==> config.mk <==
export PLATFORM = sky130hd
export DESIGN_NAME = clk_rst_seq
export DESIGN_NICKNAME = d
export VERILOG_FILES = /design/src/rtl/clk_rst_seq.sv
export SDC_FILE = /design/constraint.sdc
export NUM_CORES = 1
export LEC_CHECK = 0
export ABC_AREA = 1
export CAP_MARGIN = 20
export CORE_MARGIN = 2
export CORE_UTILIZATION = 40
export DETAILED_ROUTE_END_ITERATION = 6
export GPL_TIMING_DRIVEN = 0
export HOLD_SLACK_MARGIN = 0.06
export SYNTH_ARGS = -nofsm -noshare
export SYNTH_HDL_FRONTEND = slang
export SYNTH_SLANG_ARGS = --single-unit
==> constraint.sdc <==
create_clock -name clk -period 2.8 [get_ports clk]
set_input_delay 0.42 -clock clk [delete_from_list [all_inputs] [get_ports clk]]
set_output_delay 0.42 -clock clk [all_outputs]
set_load 0.05 [all_outputs]
==> src/rtl/clk_rst_seq.sv <==
// Power-up / recovery sequencer for the DCM clock chain: pulses the DCM reset,
// waits for a stable lock, then releases the system reset; retries on failure.
module clk_rst_seq #(
    parameter int RST_PULSE     = 16,
    parameter int LOCK_TIMEOUT  = 65536,
    parameter int STABLE_CYCLES = 1024,
    parameter int MAX_RETRY     = 7
) (
    input  logic       clk,
    input  logic       rst,
    input  logic       clkLocked,
    output logic       dcmRst,
    output logic       sysRst,
    output logic       ready,
    output logic       fault,
    output logic [3:0] retryCount,
    output logic [7:0] lossCount,
    output logic [2:0] dbgState
);

    localparam int MAX_AB  = (RST_PULSE > LOCK_TIMEOUT) ? RST_PULSE : LOCK_TIMEOUT;
    localparam int CNT_MAX = (MAX_AB > STABLE_CYCLES) ? MAX_AB : STABLE_CYCLES;
    localparam int CNT_W   = $clog2(CNT_MAX + 1);

    localparam logic [CNT_W-1:0] PULSE_LAST   = CNT_W'(RST_PULSE - 1);
    localparam logic [CNT_W-1:0] TIMEOUT_LAST = CNT_W'(LOCK_TIMEOUT - 1);
    localparam logic [CNT_W-1:0] STABLE_LAST  = CNT_W'(STABLE_CYCLES - 1);
    localparam logic [CNT_W-1:0] CNT_ONE      = CNT_W'(1);
    localparam logic [3:0]       RETRY_LIMIT  = 4'(MAX_RETRY);

    typedef enum logic [2:0] {
        S_RESET_DCM = 3'd0,
        S_WAIT_LOCK = 3'd1,
        S_STABLE    = 3'd2,
        S_RUN       = 3'd3,
        S_FAULT     = 3'd4
    } state_t;

    state_t           state;
    state_t           nextState;
    logic [CNT_W-1:0] cnt;
    logic [CNT_W-1:0] cntNext;
    logic [3:0]       retryNext;
    logic [7:0]       lossNext;
    logic             attemptFailed;
    logic             lockMeta;
    logic             lockSync;
    logic             dcmRstNext;
    logic             sysRstNext;
    logic             readyNext;
    logic             faultNext;

    // clkLocked comes from another clock domain; nothing else may look at it.
    always_ff @(posedge clk or posedge rst) begin
        if (rst) begin
            lockMeta <= 1'b0;
            lockSync <= 1'b0;
        end else begin
            lockMeta <= clkLocked;
            lockSync <= lockMeta;
        end
    end

    // State register; outputs are registered from the next state so they
    // change exactly on the edge that enters each state.
    always_ff @(posedge clk or posedge rst) begin
        if (rst) begin
            state      <= S_RESET_DCM;
            cnt        <= '0;
            retryCount <= 4'd0;
            lossCount  <= 8'd0;
            dcmRst     <= 1'b1;
            sysRst     <= 1'b1;
            ready      <= 1'b0;
            fault      <= 1'b0;
        end else begin
            state      <= nextState;
            cnt        <= cntNext;
            retryCount <= retryNext;
            lossCount  <= lossNext;
            dcmRst     <= dcmRstNext;
            sysRst     <= sysRstNext;
            ready      <= readyNext;
            fault      <= faultNext;
        end
    end

    // Next-state logic; the single counter is reused by every timed state.
    always_comb begin
        nextState     = state;
        cntNext       = cnt;
        retryNext     = retryCount;
        lossNext      = lossCount;
        attemptFailed = 1'b0;
        case (state)
            S_RESET_DCM: begin
                if (cnt == PULSE_LAST) begin
                    nextState = S_WAIT_LOCK;
                    cntNext   = '0;
                end else begin
                    cntNext = cnt + CNT_ONE;
                end
            end
            S_WAIT_LOCK: begin
                // Lock wins over a timeout landing on the same cycle.
                if (lockSync) begin
                    nextState = S_STABLE;
                    cntNext   = '0;
                end else if (cnt == TIMEOUT_LAST) begin
                    attemptFailed = 1'b1;
                end else begin
                    cntNext = cnt + CNT_ONE;
                end
            end
            S_STABLE: begin
                if (!lockSync) begin
                    attemptFailed = 1'b1;
                end else if (cnt == STABLE_LAST) begin
                    nextState = S_RUN;
                    cntNext   = '0;
                    retryNext = 4'd0;
                end else begin
                    cntNext = cnt + CNT_ONE;
                end
            end
            S_RUN: begin
                if (!lockSync) begin
                    nextState = S_RESET_DCM;
                    cntNext   = '0;
                    if (lossCount != 8'hFF) begin
                        lossNext = lossCount + 8'd1;
                    end
                end
            end
            S_FAULT: begin
                nextState = S_FAULT;
            end
            default: begin
                nextState = S_RESET_DCM;
                cntNext   = '0;
            end
        endcase

        if (attemptFailed) begin
            cntNext = '0;
            if (retryCount == RETRY_LIMIT) begin
                nextState = S_FAULT;
            end else begin
                nextState = S_RESET_DCM;
                retryNext = retryCount + 4'd1;
            end
        end
    end

    always_comb begin
        dcmRstNext = (nextState == S_RESET_DCM) || (nextState == S_FAULT);
        sysRstNext = (nextState != S_RUN);
        readyNext  = (nextState == S_RUN);
        faultNext  = (nextState == S_FAULT);
    end

    assign dbgState = state;

endmodule

# == Yosys cells after proc, flatten, opt, wreduce, memory -nomap -nowiden ==
# Cells that the tools add are included.
# totals
reg_bits,38
out_inout_bits,19
in_bits,3
# op_classes
n_eq_ne,16
n_bitwise,1
mux,25
add_sub_neg,3
n_reduce_logical,5
# op_table
operator,count
17-bit 2-to-1 mux,7
17-bit one-hot mux with 5 select lines,1
3-bit 2-to-1 mux,7
4-bit 2-to-1 mux,5
17-bit by 1-bit adder with 17-bit output (second input constant),1
17-bit by 10-bit == test with 1-bit output (second input constant),1
17-bit by 16-bit == test with 1-bit output (second input constant),1
17-bit by 4-bit == test with 1-bit output (second input constant),1
3-bit one-hot mux with 5 select lines,1
3-bit by 2-bit == test with 1-bit output (second input constant),3
8-bit by 1-bit adder with 8-bit output (second input constant),1
8-bit inequality test (second input constant),1
3-bit == test (second input constant),2
3-bit zero test,2
3-bit inequality test (second input constant),2
4-bit by 1-bit adder with 4-bit output (second input constant),1
4-bit by 3-bit == test with 1-bit output (second input constant),1
4-bit inequality test (second input constant),1
4-bit AND reduction,1
3-bit by 1-bit == test with 1-bit output (second input constant),1
1-bit 2-to-1 mux,3
3-bit by 2-bit inequality test with 1-bit output (second input constant),1
3-bit AND reduction,1
2-bit inequality test (second input constant),1
3 further kinds,3

# == Longest topological paths before layout ==
# logic_depth
word_depth,7
mapped_depth,12

# == Worst setup path before layout ==
# No wires, ideal clock.
# synth_timing
path_type,register to register
startpoint,reg cnt[0]
endpoint,reg retryCount[0]
path_slack_ns,0.763
synth_period_minus_slack_ns,2.037
stages_incl_launch_ff,12
arrival_time_ns,1.889
t_required_ns,2.652
n_path_buf,0
setup_ns,0.148
path_cell_list,dfrtp_1 -> ha_1 -> nand2_1 -> nor2_1 -> nand2_1 -> nor4_1 -> ha_1 -> nand4_1 -> nand2_1 -> nand2_1 -> nand3_1 -> o21ai_0
# synth_via
elab_chain_len,6
word_cells_on_any_way,10
classes_between,eq/ne: 2; mux: 8
# synth_lines
element,line_no,rtl
from (decl),41,logic [CNT_W-1:0] cnt;
from (signal assigned),78,cnt <= cntNext;
17-bit by 10-bit == test with 1-bit output,118,end else if (cnt == STABLE_LAST) begin
4-bit 2-to-1 mux,118,
4-bit 2-to-1 mux,116,if (!lockSync) begin
4-bit 2-to-1 mux,95,case (state)
4-bit 2-to-1 mux,146,if (retryCount == RETRY_LIMIT) begin
4-bit 2-to-1 mux *,144,if (attemptFailed) begin
net retryNext[0],43,logic [3:0] retryNext;
to (signal assigned),79,retryCount <= retryNext;
to (decl),16,"output logic [3:0] retryCount,"
# Mark *: on every way through the listed nets, which the timed path passes. The rest lies on a longest branch.
# A chain may end at the register's enable or synchronous reset.

# == Worst setup path in the final report ==
# layout_timing
startpoint,reg cnt[0]
endpoint,reg cnt[0]
# layout_via
elab_chain_len,6
word_cells_on_any_way,19
classes_between,add/sub: 1; eq/ne: 7; mux: 10; reduce/logical: 1
# layout_lines
element
branches (longest 6 deep; another with 17-bit by 1-bit adder with 17-bit output)
# Several ways; the timed one is not identified. The select of a mux whose other input is x is not followed.

==> run_results.csv <==
group,metric,value,unit
worst_setup_path,startpoint_type,"flip-flop",
detailed_routing,first_pass_iters,4,
die,start_util,0.412,
detailed_routing,postRouteAntennaNets,0,
synthesis,synth_warnings,0,
sta,finalCritPeriodShare,0.842,
cts,worstSkewPairLatency,0.29,ns
global_routing,antenna_found_initial,0,
power_and_ir_drop,powerDensity,632,nW/um^2
sta,skew,0.00431,ns
placed_design,portBuffers,21,
power_and_ir_drop,p_switching,0.729,mW
cts,htree_levels,2,
detailed_routing,drt_wl_total,5210,microns
power_and_ir_drop,max-vdd-ir-drop,0.000416,V
synthesis,ys_types,39,
worst_setup_path,cp_data_required_time,2.98,ns
power_and_ir_drop,fin_total_pwr,1.78,mW
synthesis,synth_seq_cells,38,
global_routing,grt_pass1_wl,8950,microns
synthesis,synth_top_area_frac,0.372,
placed_design,dpl.hpwl,3780,microns
die,num_rows,28,
sta,final_hold_viol_count,0,
worst_hold_path,hold_path_class,"flip-flop to flip-flop",
sta,setup_viol,0,
global_routing,grt_pass1_vias,1916,
worst_setup_path,cp_cell_sequence,"ha_1 > nand2_1 > nor2_1 > nand2_1 > nor4_1 > ha_1 > nand4_1 > nand4_4 > clkinv_1 > nand2_4 > o21ai_2",
status,status,"completed",
cts,cts_resized,0,
power_and_ir_drop,p_int,1.05,mW
synthesis,yosysTopAreaCell,"dfrtp_1",
sta,period_minus_slack,2.36,ns
detailed_routing,drc,0,
worst_setup_path,cp_max_fo,6,
power_and_ir_drop,seq_power_share,0.410,
synthesis,synth_area,2420,sq um
run,cap_viol_max_count,0,
power_and_ir_drop,sw_frac_of_total,0.409,
sta,setup_tns,0,ns
cts,cts-root-buf,"clkbuf_8",
cts,cts_buffers,5,
sta,slew_headroom,0.465,
sta,tightest_slew,0.801,ns
cts,clk_path_buf_depth,2,
detailed_routing,wl_met3,164,microns
placed_design,finalWeightedCongestion,0.867,
detailed_routing,highest_layer,"met4",
cts,tritoncts,"built",
synthesis,syn_inst,310,
worst_setup_path,path_class,"flip-flop to flip-flop",
detailed_routing,wl_met2,2340,microns
final_layout,final_core_util,0.479,
power_and_ir_drop,p_leak,1.39,nW
synthesis,mappedNetlistNets,317,
cts,cts_setup_buffers,0,
die,die_area,6690,sq um
synthesis,syn_area_per_cell,7.81,sq um
final_layout,insertedDiodeCount,0,
final_layout,syn_to_final_growth,16.5,%
global_routing,grt_usage,0.175,
synthesis,synth_area_leaders,"dfrtp_1, nand2_1, nand3_1",
detailed_routing,drtIter0Drc,105,
die,core-area,5890,sq um
worst_setup_path,cp_slowest_cell,"dfrtp_1",
global_routing,grt_overflow,0,
placed_design,dp_cells,406,
final_layout,stdcell_count,414,
final_layout,drive_above_1_share,0.156,
cts,clk_pin_slew,0.08,ns
sta,fmax,424,MHz
cts,holdBufCountCts,0,
sta,maxSlewViolCount,0,
worst_setup_path,cp-end-kind,"flip-flop",
detailed_routing,num_vias,2022,
detailed_routing,wl_per_cell,12.6,microns
global_routing,grt_start_max_net_pins,39,
sta,rsz0062_at_grt,"false",
synthesis,seq_area_frac_synth,0.394,
die,boundaryPins,22,
power_and_ir_drop,combPwrFrac,0.365,
die,chipWidth,81.8,microns
worst_setup_path,slowest_delay,0.43,ns
detailed_routing,viasPerCell,4.88,
cts,cts.sinks,38,
power_and_ir_drop,p_clk_frac,0.225,
detailed_routing,wl_met1,2640,microns
final_layout,fin_nets,345,
die,die_y,81.8,microns
worst_setup_path,worst_ep_arrival_time,2.54,ns
==> cell usage in the layout (no fill, tap or decap), types with 5 or more instances in the layout <==
cell type	instances
nand2_1	84
dfrtp_1	36
nand3_1	33
o21ai_2	5
xnor2_1	5
clkdlybuf4s50_1	21
o21ai_0	6
nand2_2	8
nor2_1	34
inv_1	33
clkbuf_8	6
xor2_1	7
nand4_1	7
==> sequential cells by signal, indices dropped and copies added (netlist names) <==
register    count
retryCount      4
ready           1
lossCount       8
cnt            17
sysRst          1
lockSync        1
dbgState        3
fault           1
dcmRst          1
lockMeta        1
==> Yosys cell counts <==
cell type,count
nand2_1,84
dfrtp_1,36
inv_1,34
nor2_1,34
nand3_1,33
nand2_2,8
nand4_1,7
xor2_1,7
o21ai_0,6
o21ai_2,5
xnor2_1,5
a21oi_1,4
ha_1,4
nand3_2,4
inv_2,3
inv_4,3
nand2_4,3
o21ai_1,3
a21oi_2,2
dfstp_2,2
nand3_4,2
nand4_2,2
nor2_4,2
nor3_1,2
a31oi_1,1
and2_1,1
buf_2,1
buf_4,1
bufinv_16,1
clkinv_1,1
nand3b_1,1
nand4_4,1
nor2_2,1
nor2_8,1
nor3_2,1
nor3_4,1
nor4_1,1
o211ai_1,1
o21bai_1,1
==> power groups by stage <==
stage          registers [mW]  clock network (mW)  logic [mW]
2_1_floorplan           0.845                   0       0.384
5_1_grt                 0.744               0.442       0.713
4_1_cts                 0.732               0.416       0.662
6_report                0.731               0.402       0.651
3_3_place_gp            0.739                   0       0.645
3_5_place_dp            0.742                   0       0.660
==> layer usage <==
metal  vias up  GRT usage
li1       1046          -
met1       939      0.239
met2        31      0.278
met3         6     0.0363
met4         0     0.0550
met5         -          0
==> logic make-up (layout without fill, tap and decap cells) <==
logic type / after synthesis / count (layout) / synth area share
AO/OA/AOI/OAI: 23 / 23 / 0.0610
XOR/XNOR: 12 / 12 / 0.0434
AND/OR/NAND/NOR: 189 / 189 / 0.397
buffers and inverters: 44 / 73 / 0.0842
flip-flops: 38 / 38 / 0.394
adder cells (fa/ha/maj): 4 / 4 / 0.0207
==> stage by stage <==
| step | setup slack, ns | hold WS, ns | cell area (sq um) |
|---|---|---|---|
| final | 0.442 | 0.352 | 2820 |
| after detailed placement | 0.445 | 0.337 | 2730 |
| after floorplan | 0.763 | 0.331 | 2420 |
| after CTS | 0.416 | 0.355 | 2820 |
| after global placement | 0.456 | 0.333 | 2730 |
| after global routing | 0.218 | 0.372 | 2820 |
==> final timing paths <==
path / start / to / slack [ns] / cells past startpoint
max in group asynchronous: rst / cnt[0]$_DFFE_PP0P_ / 1.69 / 2
max reg2reg: cnt[0]$_DFFE_PP0P_ / cnt[0]$_DFFE_PP0P_ / 0.44 / 11
min in group asynchronous: rst / cnt[5]$_DFFE_PP0P_ / 0.60 / 2
max: cnt[0]$_DFFE_PP0P_ / cnt[0]$_DFFE_PP0P_ / 0.44 / 11
min reg2reg: lockMeta$_DFF_PP0_ / lockSync$_DFF_PP0_ / 0.35 / 0
min: lockMeta$_DFF_PP0_ / lockSync$_DFF_PP0_ / 0.35 / 0
==> final cells by class <==
type,instances,area (sq um)
Fill cell,594,3060
Multi-Input combinational cell,228,1260
Sequential cell,38,953
Timing Repair Buffer,21,210
Inverter,42,191
Tap cell,75,93.8
Clock buffer,6,82.6
Clock inverter,2,12.5
Buffer,2,12.5
==> worst max-delay path, delay by kind of cell (launching register included) <==
family                     cells  cell delay [ns]
buffers and inverters          1             0.14
DFF                            1             0.43
and+or+nand+nor                7             1.08
adders and majority gates      2             0.52
AOI/OAI and AO/OA              1             0.07
(Power assumes the default switching activity.)
